==> src/rtl/arm7tdmi_jtag_pkg.sv <==
// Shared types, TMS sequences and helpers for the ARM7TDMI JTAG driver.
package arm7tdmi_jtag_pkg;

    typedef enum logic [1:0] {
        OP_RESET   = 2'd0,
        OP_IR_SCAN = 2'd1,
        OP_DR_SCAN = 2'd2,
        OP_IDLE    = 2'd3
    } jtag_op_e;

    typedef enum logic [2:0] {
        ST_IDLE,
        ST_HEADER,
        ST_SHIFT,
        ST_TAIL,
        ST_RSP
    } drv_state_e;

    // TMS patterns, LSB is the first TCK of the sequence
    localparam logic [3:0] IR_HDR    = 4'b0011;
    localparam logic [2:0] DR_HDR    = 3'b001;
    localparam logic [1:0] TAIL      = 2'b01;
    localparam logic [5:0] RESET_SEQ = 6'b011111;

    // TMS value for header TCK number idx of the given operation
    function automatic logic hdr_tms(jtag_op_e op, logic [5:0] idx);
        logic [7:0] seq;
        case (op)
            OP_RESET:   seq = {2'b00, RESET_SEQ};
            OP_IR_SCAN: seq = {4'b0000, IR_HDR};
            OP_DR_SCAN: seq = {5'b00000, DR_HDR};
            default:    seq = 8'h00;
        endcase
        return (idx < 6'd8) ? seq[idx[2:0]] : 1'b0;
    endfunction

    // Index of the last header TCK; IDLE runs its whole count in the header
    function automatic logic [5:0] hdr_last(jtag_op_e op, logic [4:0] len);
        case (op)
            OP_RESET:   return 6'd5;
            OP_IR_SCAN: return 6'd3;
            OP_DR_SCAN: return 6'd2;
            default:    return {1'b0, len};
        endcase
    endfunction

endpackage

==> src/rtl/arm7tdmi_jtag_tck_gen.sv <==
// TCK divider: tck level plus strobes flagging the clk edge where tck will rise/fall.
module arm7tdmi_jtag_tck_gen #(
    parameter int TCK_DIV = 2
) (
    input  logic clk,
    input  logic rst,
    input  logic en,
    output logic tck,
    output logic rise_evt,
    output logic fall_evt
);

    localparam int CW = $clog2(TCK_DIV) + 1;

    logic [CW-1:0] cnt;
    logic          last;

    assign last     = (cnt == CW'(TCK_DIV - 1));
    assign rise_evt = en & last & ~tck;
    assign fall_evt = en & last & tck;

    // Count half-periods while enabled; park low with a cleared count otherwise
    always_ff @(posedge clk or posedge rst) begin
        if (rst) begin
            cnt <= '0;
            tck <= 1'b0;
        end else if (!en) begin
            cnt <= '0;
            tck <= 1'b0;
        end else if (last) begin
            cnt <= '0;
            tck <= ~tck;
        end else begin
            cnt <= cnt + 1'b1;
        end
    end

endmodule

==> src/rtl/arm7tdmi_jtag_driver.sv <==
// Command-driven JTAG master: RESET / IR_SCAN / DR_SCAN / IDLE, all ending in Run-Test/Idle.
module arm7tdmi_jtag_driver
    import arm7tdmi_jtag_pkg::*;
#(
    parameter int TCK_DIV = 2,
    parameter int DATA_W  = 32
) (
    input  logic              clk,
    input  logic              rst,
    input  logic              cmd_valid,
    output logic              cmd_ready,
    input  logic [1:0]        cmd_op,
    input  logic [4:0]        cmd_len,
    input  logic [DATA_W-1:0] cmd_data,
    output logic              rsp_valid,
    input  logic              rsp_ready,
    output logic [DATA_W-1:0] rsp_data,
    output logic              tck,
    output logic              tms,
    output logic              tdi,
    input  logic              tdo,
    output logic              trst_n
);

    if (TCK_DIV < 1) begin : g_bad_div
        $error("TCK_DIV must be 1 or greater");
    end

    drv_state_e        state;
    jtag_op_e          op_q;
    logic [4:0]        len_q;
    logic [DATA_W-1:0] data_q;
    logic [5:0]        step;
    logic              en, rise_evt, fall_evt;

    assign en = (state == ST_HEADER) || (state == ST_SHIFT) || (state == ST_TAIL);

    arm7tdmi_jtag_tck_gen #(.TCK_DIV(TCK_DIV)) u_tck_gen (
        .clk      (clk),
        .rst      (rst),
        .en       (en),
        .tck      (tck),
        .rise_evt (rise_evt),
        .fall_evt (fall_evt)
    );

    // Sequencer: tms/tdi advance on tck-fall edges, tdo captured on tck-rise edges
    always_ff @(posedge clk or posedge rst) begin
        if (rst) begin
            state     <= ST_IDLE;
            cmd_ready <= 1'b0;
            tms       <= 1'b1;
            tdi       <= 1'b0;
            trst_n    <= 1'b0;
            rsp_valid <= 1'b0;
            rsp_data  <= '0;
            op_q      <= OP_RESET;
            len_q     <= '0;
            data_q    <= '0;
            step      <= '0;
        end else begin
            trst_n <= 1'b1;
            case (state)
                ST_IDLE: begin
                    if (cmd_valid && cmd_ready) begin
                        op_q      <= jtag_op_e'(cmd_op);
                        len_q     <= cmd_len;
                        data_q    <= cmd_data;
                        step      <= '0;
                        tms       <= hdr_tms(jtag_op_e'(cmd_op), 6'd0);
                        tdi       <= 1'b0;
                        rsp_data  <= '0;
                        cmd_ready <= 1'b0;
                        state     <= ST_HEADER;
                    end else begin
                        cmd_ready <= 1'b1;
                    end
                end
                ST_HEADER: begin
                    if (fall_evt) begin
                        if (step == hdr_last(op_q, len_q)) begin
                            if (op_q == OP_RESET || op_q == OP_IDLE) begin
                                state     <= ST_IDLE;
                                cmd_ready <= 1'b1;
                            end else begin
                                state <= ST_SHIFT;
                                step  <= '0;
                                tms   <= (len_q == 5'd0);
                                tdi   <= data_q[0];
                            end
                        end else begin
                            step <= step + 6'd1;
                            tms  <= hdr_tms(op_q, step + 6'd1);
                        end
                    end
                end
                ST_SHIFT: begin
                    if (rise_evt) begin
                        rsp_data[step[4:0]] <= tdo;
                    end
                    if (fall_evt) begin
                        if (step == {1'b0, len_q}) begin
                            state <= ST_TAIL;
                            step  <= '0;
                            tms   <= TAIL[0];
                            tdi   <= 1'b0;
                        end else begin
                            step <= step + 6'd1;
                            tms  <= ((step + 6'd1) == {1'b0, len_q});
                            tdi  <= data_q[step[4:0] + 5'd1];
                        end
                    end
                end
                ST_TAIL: begin
                    if (fall_evt) begin
                        if (step == 6'd1) begin
                            state     <= ST_RSP;
                            rsp_valid <= 1'b1;
                        end else begin
                            step <= 6'd1;
                            tms  <= TAIL[1];
                        end
                    end
                end
                ST_RSP: begin
                    if (rsp_ready) begin
                        rsp_valid <= 1'b0;
                        cmd_ready <= 1'b1;
                        state     <= ST_IDLE;
                    end
                end
                default: state <= ST_IDLE;
            endcase
        end
    end

endmodule

==> config.mk <==
export PLATFORM = sky130hd
export DESIGN_NAME = arm7tdmi_jtag_driver
export DESIGN_NICKNAME = d
export VERILOG_FILES = /design/src/rtl/arm7tdmi_jtag_pkg.sv /design/src/rtl/arm7tdmi_jtag_tck_gen.sv /design/src/rtl/arm7tdmi_jtag_driver.sv
export SDC_FILE = /design/constraint.sdc
export NUM_CORES = 1
export LEC_CHECK = 0
export ABC_AREA = 1
export CORE_MARGIN = 5
export CORE_UTILIZATION = 58
export CTS_CLUSTER_SIZE = 16
export DETAILED_ROUTE_END_ITERATION = 16
export PLACE_DENSITY = 0.9
export SLEW_MARGIN = 20
export SYNTH_ARGS = -nofsm -noshare
export SYNTH_HDL_FRONTEND = slang
export SYNTH_SLANG_ARGS = --single-unit
==> constraint.sdc <==
create_clock -name clk -period 4.8 [get_ports clk]
set_input_delay 0.96 -clock clk [delete_from_list [all_inputs] [get_ports clk]]
set_output_delay 0.96 -clock clk [all_outputs]
set_load 0.01 [all_outputs]
==> results of run 1 <==
==> metal layers <==
metal  vias up  global-route usage [%]
li1       2269                       -
met1      2208                    30.4
met2       206                    45.4
met3        34                    3.51
met4         0                    10.4
met5         -                       0
==> worst max-delay path by stage <==
stage,start,endpoint,slack [ns]
final,state[2],rsp_data[22],1.82
after global routing,state[2],rsp_data[22],1.63
after CTS,cmd_valid,rsp_data[22],1.87
after detailed placement,cmd_valid,rsp_data[22],1.53
after global placement,cmd_valid,rsp_data[18],1.69
after floorplan,rst,cmd_ready,1.56
==> stage by stage <==
stage          std cells  worst slack (ns)  cell area, sq um  util (%)
2_1_floorplan        667              1.56              4860         -
3_3_place_gp         831              1.69              5690      69.7
3_5_place_dp         831              1.53              5690      69.7
4_1_cts              846              1.87              5900      72.2
5_1_grt              846              1.63              5900      72.2
6_report             846              1.82              5900      72.2
==> sequential cells by signal, indices dropped and copies added, names as in the netlist <==
register,flops
step,6
rsp_data,32
u_tck_gen.cnt,2
state,3
data_q,32
tdi,1
tms,1
op_q,2
len_q,5
rsp_valid,1
trst_n,1
u_tck_gen.tck,1
cmd_ready,1
==> cell type report <==
cell class / instances / area, sq um / share of cell area, %
multi-input cells: 492 / 2290 / 38.8
repair buffers: 85 / 841 / 14.2
clock buffers: 11 / 151 / 2.57
flip-flops and latches: 88 / 2200 / 37.3
clock inverters: 4 / 53.8 / 0.912
inverters: 61 / 231 / 3.92
well taps: 105 / 131 / 2.23
==> logic make-up (layout without fill, tap and decap cells) <==
group	count (synthesis)	after routing	share of synthesized area, %
simple gates	385	385	32.5
compound gates	95	95	11.9
flops	88	88	45.4
buf+inv	87	161	7.52
fa+ha+maj	8	8	2.06
xor+xnor	3	3	0.541
other cells	1	1	0.0772
==> report_power, final <==
part           switching (mW)  internal, mW  total (mW)  leakage (nW)
sequential              0.143         0.947        1.09          1.15
combinational           0.998         0.504        1.50          1.57
clock                   0.273         0.267       0.540        0.0976
total                    1.41          1.72        3.13          2.82
==> layout by cell type, fill, tap and decap left out, types with 2 or more instances in the layout <==
master,count
a21oi_1,10
o22ai_1,6
xnor2_1,2
o211ai_1,2
o21ai_1,2
nand2_1,283
inv_2,5
ha_1,8
buf_4,4
clkinvlp_4,2
nor2_1,36
dfrtp_1,87
clkbuf_8,11
clkdlybuf4s50_1,81
o31ai_1,23
nand3_1,50
nor2_4,4
inv_1,55
o21ai_0,46
nand4_1,7
==> flow_metrics.py, run 1 <==
metrics = {
    "timing": {
        "fmax_mhz": 336,
        "whs_ns": 0.438,
        "skew_ns": 0.00909,
        "setup_violations": 0,
        "fin_crit_ns": 2.98,
        "finalCritPeriodShare_pct": 62.1,
        "grt_setup_unrepaired": "no",
        "finalMaxSlewViolations": 0,
        "slew_headroom_pct": 45.4,
        "setup_tns_ns": 0,
        "max_slew.worst_pin.slew_ns": 0.819,
        "final_hold_viol_count": 0,
    },
    "clock_tree": {
        "root_buffer": "clkbuf_8",
        "clkTransAtPathRegs_ns": 0.09,
        "clk_latency_ns": 0.36,
        "cts.sinks": 88,
        "clock_tree.buffer_depth": 2,
        "hold_buffers": 0,
        "cts_tree": "built",
        "cts_resized": 0,
        "cts_setup_buffers": 0,
        "htreeDepth": 3,
        "cts_made_buffers": 9,
    },
    "logic_synthesis": {
        "synth_area_per_cell_sq_um": 7.28,
        "synth-main-ff-cell": "dfrtp_1",
        "ys_seq_area_share_pct": 45.4,
        "synth-edff-count": 0,
        "synth-seq-cells": 88,
        "yosys-top-cells-count": "283 x nand2_1, 87 x dfrtp_1, 56 x inv_1",
        "yosysMostFrequentCell": "nand2_1",
        "synth.top_cell.area_share_pct": 44.8,
        "synth_top_area_cell": "dfrtp_1",
        "synth.net_count": 719,
        "async_flop_share_pct": 100,
        "synth_area_sq_um": 4860,
        "yosys_warnings": 0,
        "synth_cell_types": 34,
        "netlist_instances": 667,
        "synthTopCellsByArea": "dfrtp_1 45%, nand2_1 22%, nand3_1 5.2%",
    },
    "placement": {
        "numPortBuffers": 81,
        "place.gp.congestion": 0.901,
        "dpl.hpwl_um": 8870,
    },
    "pwr": {
        "p_leak_nw": 2.82,
        "powerDensity_nw_per_um2": 531,
        "vdd_drop_max_mv": 0.273,
        "total_power_mw": 3.13,
    },
    "grt": {
        "grt_pass1_vias": 4542,
        "antenna_found_initial": 0,
        "overflow": 0,
        "grt_use_total_pct": 25.3,
        "grt_max_degree": 66,
        "grt_pass1_wl_um": 20800,
    },
    "floorplanning": {
        "core_area_sq_um": 8180,
        "floorplan.die_area_sq_um": 10300,
        "fp-row-count": 33,
        "fp.dieW_um": 102,
        "start_util_pct": 59.4,
        "dieHeight_um": 102,
        "io_pins": 82,
    },
    "detailed_routing": {
        "route.met2.wl_um": 6310,
        "top_layer_used": "met4",
        "vias": 4717,
        "vias_per_cell": 5.58,
        "wl_per_cell_um": 14.8,
        "wl_met3_um": 882,
        "remaining_drc_errors": 0,
        "postRouteAntennaNets": 0,
        "drt_iter0_markers": 282,
        "finalWirelength_um": 12500,
        "dr.pass1.iters": 6,
        "m1WireLength_um": 5030,
    },
    "job": {
        "maxCapViolCount": 0,
    },
    "worst_setup_path": {
        "regToRegStartpoint": "state[2]",
        "cp_max_fo": 32,
        "cp_data_arrival_time_ns": 3.23,
        "crit_cells": 7,
        "cp-end-kind": "register",
        "cp-start-kind": "register",
        "crit_buf_inv": 2,
        "crit_top_cell": "inv_2",
        "ff2ff_setup_slack_ns": 1.82,
        "critPathTopFamily": "simple AND/OR/NAND/NOR gates",
        "path_class": "register to register",
        "reg2reg_to": "rsp_data[22]",
        "cp_slowest_stage_delay_ns": 0.61,
        "reg2reg_depth": 7,
        "critPathSlowestCell": "o21ai_4",
        "required_ns": 5.05,
        "path_cells": "inv_2, nand2_1, nor2_4, inv_2, o21ai_4, nand3_4, o31ai_1",
    },
    "layout": {
        "layout-drive-gt1-share_pct": 4.86,
        "diodes": 0,
        "nFillCells": 671,
        "fin_nets": 789,
        "synthToLayoutAreaGrowth_pct": 21.5,
    },
    "worst_hold_path": {
        "min_from": "u_tck_gen.cnt[0]",
        "hold_end": "u_tck_gen.cnt[0]",
        "hold_path.class": "register to register",
        "holdPathStages": 1,
    },
    "outcome": {
        "status": "completed",
    },
}
Note: power is estimated with default switching activity, not from simulation.
==> inputs of run 2 (changes only) <==
Settings changed: CORE_UTILIZATION 58 to 48, PLACE_DENSITY 0.9 to 0.8.
Clock period 4.8 ns to 2.6 ns, I/O delays scaled along.
==> flow_metrics.py, run 2 (same netlist as run 1, synthesis figures left out) <==
metrics = {
    "outcome": {
        "status": "completed",
    },
    "floorplanning": {
        "io_pins": 82,
        "start_util_pct": 49.5,
        "core_area_sq_um": 9820,
        "floorplan.die_area_sq_um": 12200,
        "fp.dieW_um": 111,
        "dieHeight_um": 111,
        "fp-row-count": 36,
    },
    "pwr": {
        "switching_power_mw": 2.60,
        "p_seq_share_pct": 32.8,
        "powerDensity_nw_per_um2": 1010,
        "switching_share_pct": 42.3,
        "p_clk_share_pct": 21.4,
        "p_int_mw": 3.55,
        "vdd_drop_max_mv": 0.492,
        "p_leak_nw": 2.89,
        "power_frac_comb_pct": 45.8,
        "total_power_mw": 6.15,
    },
    "layout": {
        "diodes": 0,
        "largestRegisters": "data_q (32), rsp_data (32), step (6)",
        "fin_nets": 794,
        "layout-drive-gt1-share_pct": 5.49,
        "synthToLayoutAreaGrowth_pct": 25.0,
        "final_design_area_no_fill_sq_um": 6070,
        "final_cell_mix": "283 x nand2_1, 87 x dfrtp_1, 81 x clkdlybuf4s50_1, 55 x inv_1, 50 x nand3_1",
        "final_common_cell": "nand2_1",
    },
    "detailed_routing": {
        "postRouteAntennaNets": 0,
        "vias_per_cell": 5.27,
        "remaining_drc_errors": 0,
        "wl_per_cell_um": 14.4,
        "vias": 4636,
        "finalWirelength_um": 12600,
        "drt_iter0_markers": 275,
        "dr.pass1.iters": 7,
    },
    "grt": {
        "grt_use_total_pct": 21.1,
        "antenna_found_initial": 0,
        "grt_max_degree": 89,
        "grt_pass1_wl_um": 21500,
        "grt_pass1_vias": 4531,
        "overflow": 0,
    },
    "timing": {
        "setup_tns_ns": 0,
        "max_slew.worst_pin.slew_ns": 0.702,
        "setup_violations": 0,
        "final_hold_viol_count": 0,
        "slew_headroom_pct": 53.0,
        "finalMaxSlewViolations": 0,
        "finalCritPeriodShare_pct": 90.2,
        "setup_ws_ns": 0.255,
        "fin_crit_ns": 2.35,
        "whs_ns": 0.443,
        "fmax_mhz": 426,
        "grt_setup_unrepaired": "no",
        "skew_ns": 0.0125,
    },
    "placement": {
        "dpl_worst_slack_ns": 0.107,
        "place.gp.congestion": 0.883,
        "numPortBuffers": 81,
        "postPlaceCellArea_sq_um": 5790,
        "dpl.hpwl_um": 9160,
    },
    "clock_tree": {
        "htreeDepth": 3,
        "cts_setup_buffers": 0,
        "root_buffer": "clkbuf_8",
        "cts_resized": 0,
        "cts.sinks": 88,
        "cts_made_buffers": 9,
        "clock_tree.buffer_depth": 2,
        "clk_latency_ns": 0.37,
        "cts_tree": "built",
        "hold_buffers": 0,
        "clkTransAtPathRegs_ns": 0.09,
    },
    "job": {
        "maxCapViolCount": 0,
    },
    "worst_setup_path": {
        "cp-start-kind": "register",
        "required_ns": 2.86,
        "regToRegStartpoint": "state[2]",
        "cp_data_arrival_time_ns": 2.61,
        "reg2reg_depth": 7,
        "path_class": "register to register",
        "cp-end-kind": "register",
        "reg2reg_to": "rsp_data[6]",
        "cp_max_fo": 31,
        "ff2ff_setup_slack_ns": 0.25,
    },
    "worst_hold_path": {
        "holdPathStages": 1,
        "hold_path.class": "register to register",
        "min_from": "u_tck_gen.cnt[0]",
        "hold_end": "u_tck_gen.cnt[0]",
    },
}
## run 2: cell types whose count changed in the layout (fill, tap and decap cells not counted), sizes merged
cell / before / now
clkinvlp: 2 / 1
bufinv: 1 / 5
buf: 4 / 9
clkbuf: 11 / 10
inv: 61 / 60
## run 2: through the flow
step	util, %	instances
global placement	58.9	864
floorplan	-	667
global route	61.8	880
detailed placement	58.9	864
finish	61.8	880
CTS	61.8	880
## run 2: how the worst max path moves through the flow
stage | depth (start not counted) | from | to
finish | 7 | state[2] | rsp_data[6]
global route | 7 | state[2] | rsp_data[25]
CTS | 7 | state[2] | rsp_data[6]
detailed placement | 7 | cmd_valid | rsp_data[6]
global placement | 7 | cmd_valid | rsp_data[24]
floorplan | 13 | step[0] | tdi
## run 2: area by class of cell
class | count | area, sq um
fillers | 932 | 3750
multi-input cells | 492 | 2290
flip-flops and latches | 88 | 2200
repair buffers | 90 | 891
inverters | 61 | 233
well taps | 133 | 166
clock inverters | 6 | 155
clock buffers | 10 | 128
## run 2: layer usage
metal | vias up | part of all wire, % | GRT usage, %
met5 | - | 0 | 0
met1 | 2169 | 43 | 26.1
li1 | 2285 | - | -
met4 | 0 | 2.7 | 9.69
met2 | 155 | 49 | 35.8
met3 | 27 | 5.6 | 3.88
## run 2: power groups by stage
stage | Sequential, mW | Clock [mW] | Combinational, mW
6_report | 2.02 | 1.32 | 2.81
5_1_grt | 2.07 | 1.40 | 3.23
4_1_cts | 2.02 | 1.34 | 2.81
3_5_place_dp | 2.04 | 0 | 2.79
3_3_place_gp | 2.02 | 0 | 2.73
2_1_floorplan | 1.99 | 0 | 2.05
## run 2: critical path: stages (launching register included)
cell	delay [ns]
dfrtp_1	0.45
inv_2	0.10
nand2_1	0.10
nor2_4	0.11
inv_2	0.07
o21ai_4	0.58
nand3_4	0.47
o31ai_1	0.36
==> inputs of run 3 (changes only) <==
Settings changed: CORE_ASPECT_RATIO from default to 1.5.
==> flow_metrics.py, run 3 (same netlist as run 1, synthesis figures left out) <==
metrics = {
    "outcome": {
        "status": "completed",
    },
    "worst_setup_path": {
        "ff2ff_setup_slack_ns": 0.26,
        "cp_data_arrival_time_ns": 2.57,
        "crit_buf_inv": 2,
        "crit_cells": 7,
        "cp_slowest_stage_delay_ns": 0.58,
        "required_ns": 2.83,
        "reg2reg_depth": 7,
        "reg2reg_to": "rsp_data[9]",
        "cp-end-kind": "register",
        "path_class": "register to register",
        "regToRegStartpoint": "state[2]",
        "path_cells": "inv_2, nand2_1, nor2_4, inv_2, o21ai_4, nand3_4, o31ai_1",
        "cp-start-kind": "register",
        "endpoint": "rsp_data[9]",
        "crit_top_cell": "inv_2",
        "cp_max_fo": 31,
        "critPathTopFamily": "compound AO/OA/AOI/OAI gates",
        "critPathSlowestCell": "o21ai_4",
        "crit_start": "state[2]",
    },
    "layout": {
        "synthToLayoutAreaGrowth_pct": 24.9,
        "regArea_sq_um": 2200,
        "nFillCells": 905,
        "fin_nets": 795,
        "final_cell_mix": "283 x nand2_1, 87 x dfrtp_1, 81 x clkdlybuf4s50_1, 55 x inv_1, 50 x nand3_1",
        "largestRegisters": "data_q (32), rsp_data (32), step (6)",
        "finalNonFillerCells": 865,
        "diodes": 0,
        "final_common_cell": "nand2_1",
        "multi_input_area_sq_um": 2290,
        "layout-drive-gt1-share_pct": 5.61,
    },
    "floorplanning": {
        "fp.dieW_um": 92.1,
        "floorplan.die_area_sq_um": 12300,
        "io_pins": 82,
        "start_util_pct": 48.5,
        "dieHeight_um": 133,
        "fp-row-count": 45,
        "core_area_sq_um": 10000,
    },
    "detailed_routing": {
        "finalWirelength_um": 12200,
        "vias": 4606,
        "dr.pass1.iters": 6,
        "postRouteAntennaNets": 0,
        "wl_per_cell_um": 14.2,
        "drt_iter0_markers": 300,
        "remaining_drc_errors": 0,
        "vias_per_cell": 5.32,
    },
    "clock_tree": {
        "clk_latency_ns": 0.34,
        "root_buffer": "clkbuf_16",
        "clkTransAtPathRegs_ns": 0.06,
        "hold_buffers": 0,
        "cts_tree": "built",
        "cts.sinks": 88,
        "cts_setup_buffers": 0,
        "htreeDepth": 3,
        "clock_tree.buffer_depth": 2,
        "cts_resized": 0,
        "cts_made_buffers": 9,
    },
    "grt": {
        "grt_pass1_wl_um": 20300,
        "grt_use_total_pct": 20.5,
        "antenna_found_initial": 0,
        "overflow": 0,
        "grt_max_degree": 89,
        "grt_pass1_vias": 4456,
    },
    "timing": {
        "slew_headroom_pct": 52.8,
        "finalCritPeriodShare_pct": 89.9,
        "fin_crit_ns": 2.34,
        "final_hold_viol_count": 0,
        "skew_ns": 0.00771,
        "finalMaxSlewViolations": 0,
        "setup_violations": 0,
        "fmax_mhz": 428,
        "max_slew.worst_pin.slew_ns": 0.706,
        "grt_setup_unrepaired": "no",
        "setup_tns_ns": 0,
    },
    "pwr": {
        "p_leak_nw": 2.90,
        "vdd_drop_max_mv": 0.543,
        "powerDensity_nw_per_um2": 1000,
        "p_seq_share_pct": 33.2,
        "switching_share_pct": 42.9,
        "switching_power_mw": 2.61,
        "p_clk_share_pct": 20.9,
        "power_frac_comb_pct": 45.8,
        "p_int_mw": 3.47,
        "total_power_mw": 6.08,
    },
    "placement": {
        "place.gp.congestion": 0.999,
        "dp.cells": 849,
        "dpl.hpwl_um": 8840,
        "numPortBuffers": 81,
    },
    "worst_hold_path": {
        "hold_path.class": "register to register",
    },
    "job": {
        "maxCapViolCount": 0,
    },
}
run 3: cell types whose count changed in the layout (fill, tap and decap cells not counted), sizes merged:
cell	previous run	this run
clkinvlp	1	2
clkbuf	10	14
bufinv	5	0
buf	9	10
run 3: worst min-delay path by stage:
stage | endpoint | startpoint | slack [ns] | depth (start not counted)
final | u_tck_gen.cnt[0] | u_tck_gen.cnt[0] | 0.43 | 1
after detailed placement | u_tck_gen.cnt[0] | u_tck_gen.cnt[0] | 0.43 | 1
after floorplan | u_tck_gen.cnt[0] | u_tck_gen.cnt[0] | 0.40 | 1
after CTS | u_tck_gen.cnt[0] | u_tck_gen.cnt[0] | 0.43 | 1
after global placement | u_tck_gen.cnt[0] | u_tck_gen.cnt[0] | 0.41 | 1
after global routing | u_tck_gen.cnt[0] | u_tck_gen.cnt[0] | 0.47 | 1
run 3: metal layers:
layer  wire (um)  global-route usage, %
met1        4880                   23.1
met2        6230                   36.7
met3         643                   3.28
met4         504                   11.4
met5           0                      0
run 3: through the flow:
stage                     setup WS, ns  utilization (%)  cell area, sq um  hold WS [ns]
after CTS                        0.264             60.5              6070         0.434
after detailed placement         0.137             57.6              5770         0.426
after floorplan                  0.490                -              4860         0.403
final                            0.264             60.5              6070         0.433
after global routing            0.0490             60.5              6070         0.472
after global placement           0.215             57.6              5770         0.414
run 3: final cells by class:
type | instances | share of cell area, %
clock buffers | 14 | 4.68
clock inverters | 2 | 0.206
inverters | 61 | 3.84
multi-input cells | 492 | 37.7
flip-flops and latches | 88 | 36.3
well taps | 117 | 2.41
repair buffers | 91 | 14.8
run 3: power by group through the flow:
stage                     registers (mW)  clock network [mW]  logic [mW]
after floorplan                     1.99                   0        2.05
after global placement              2.02                   0        2.69
after detailed placement            2.04                   0        2.75
after CTS                           2.02                1.29        2.78
after global routing                2.07                1.34        3.16
final                               2.02                1.27        2.79
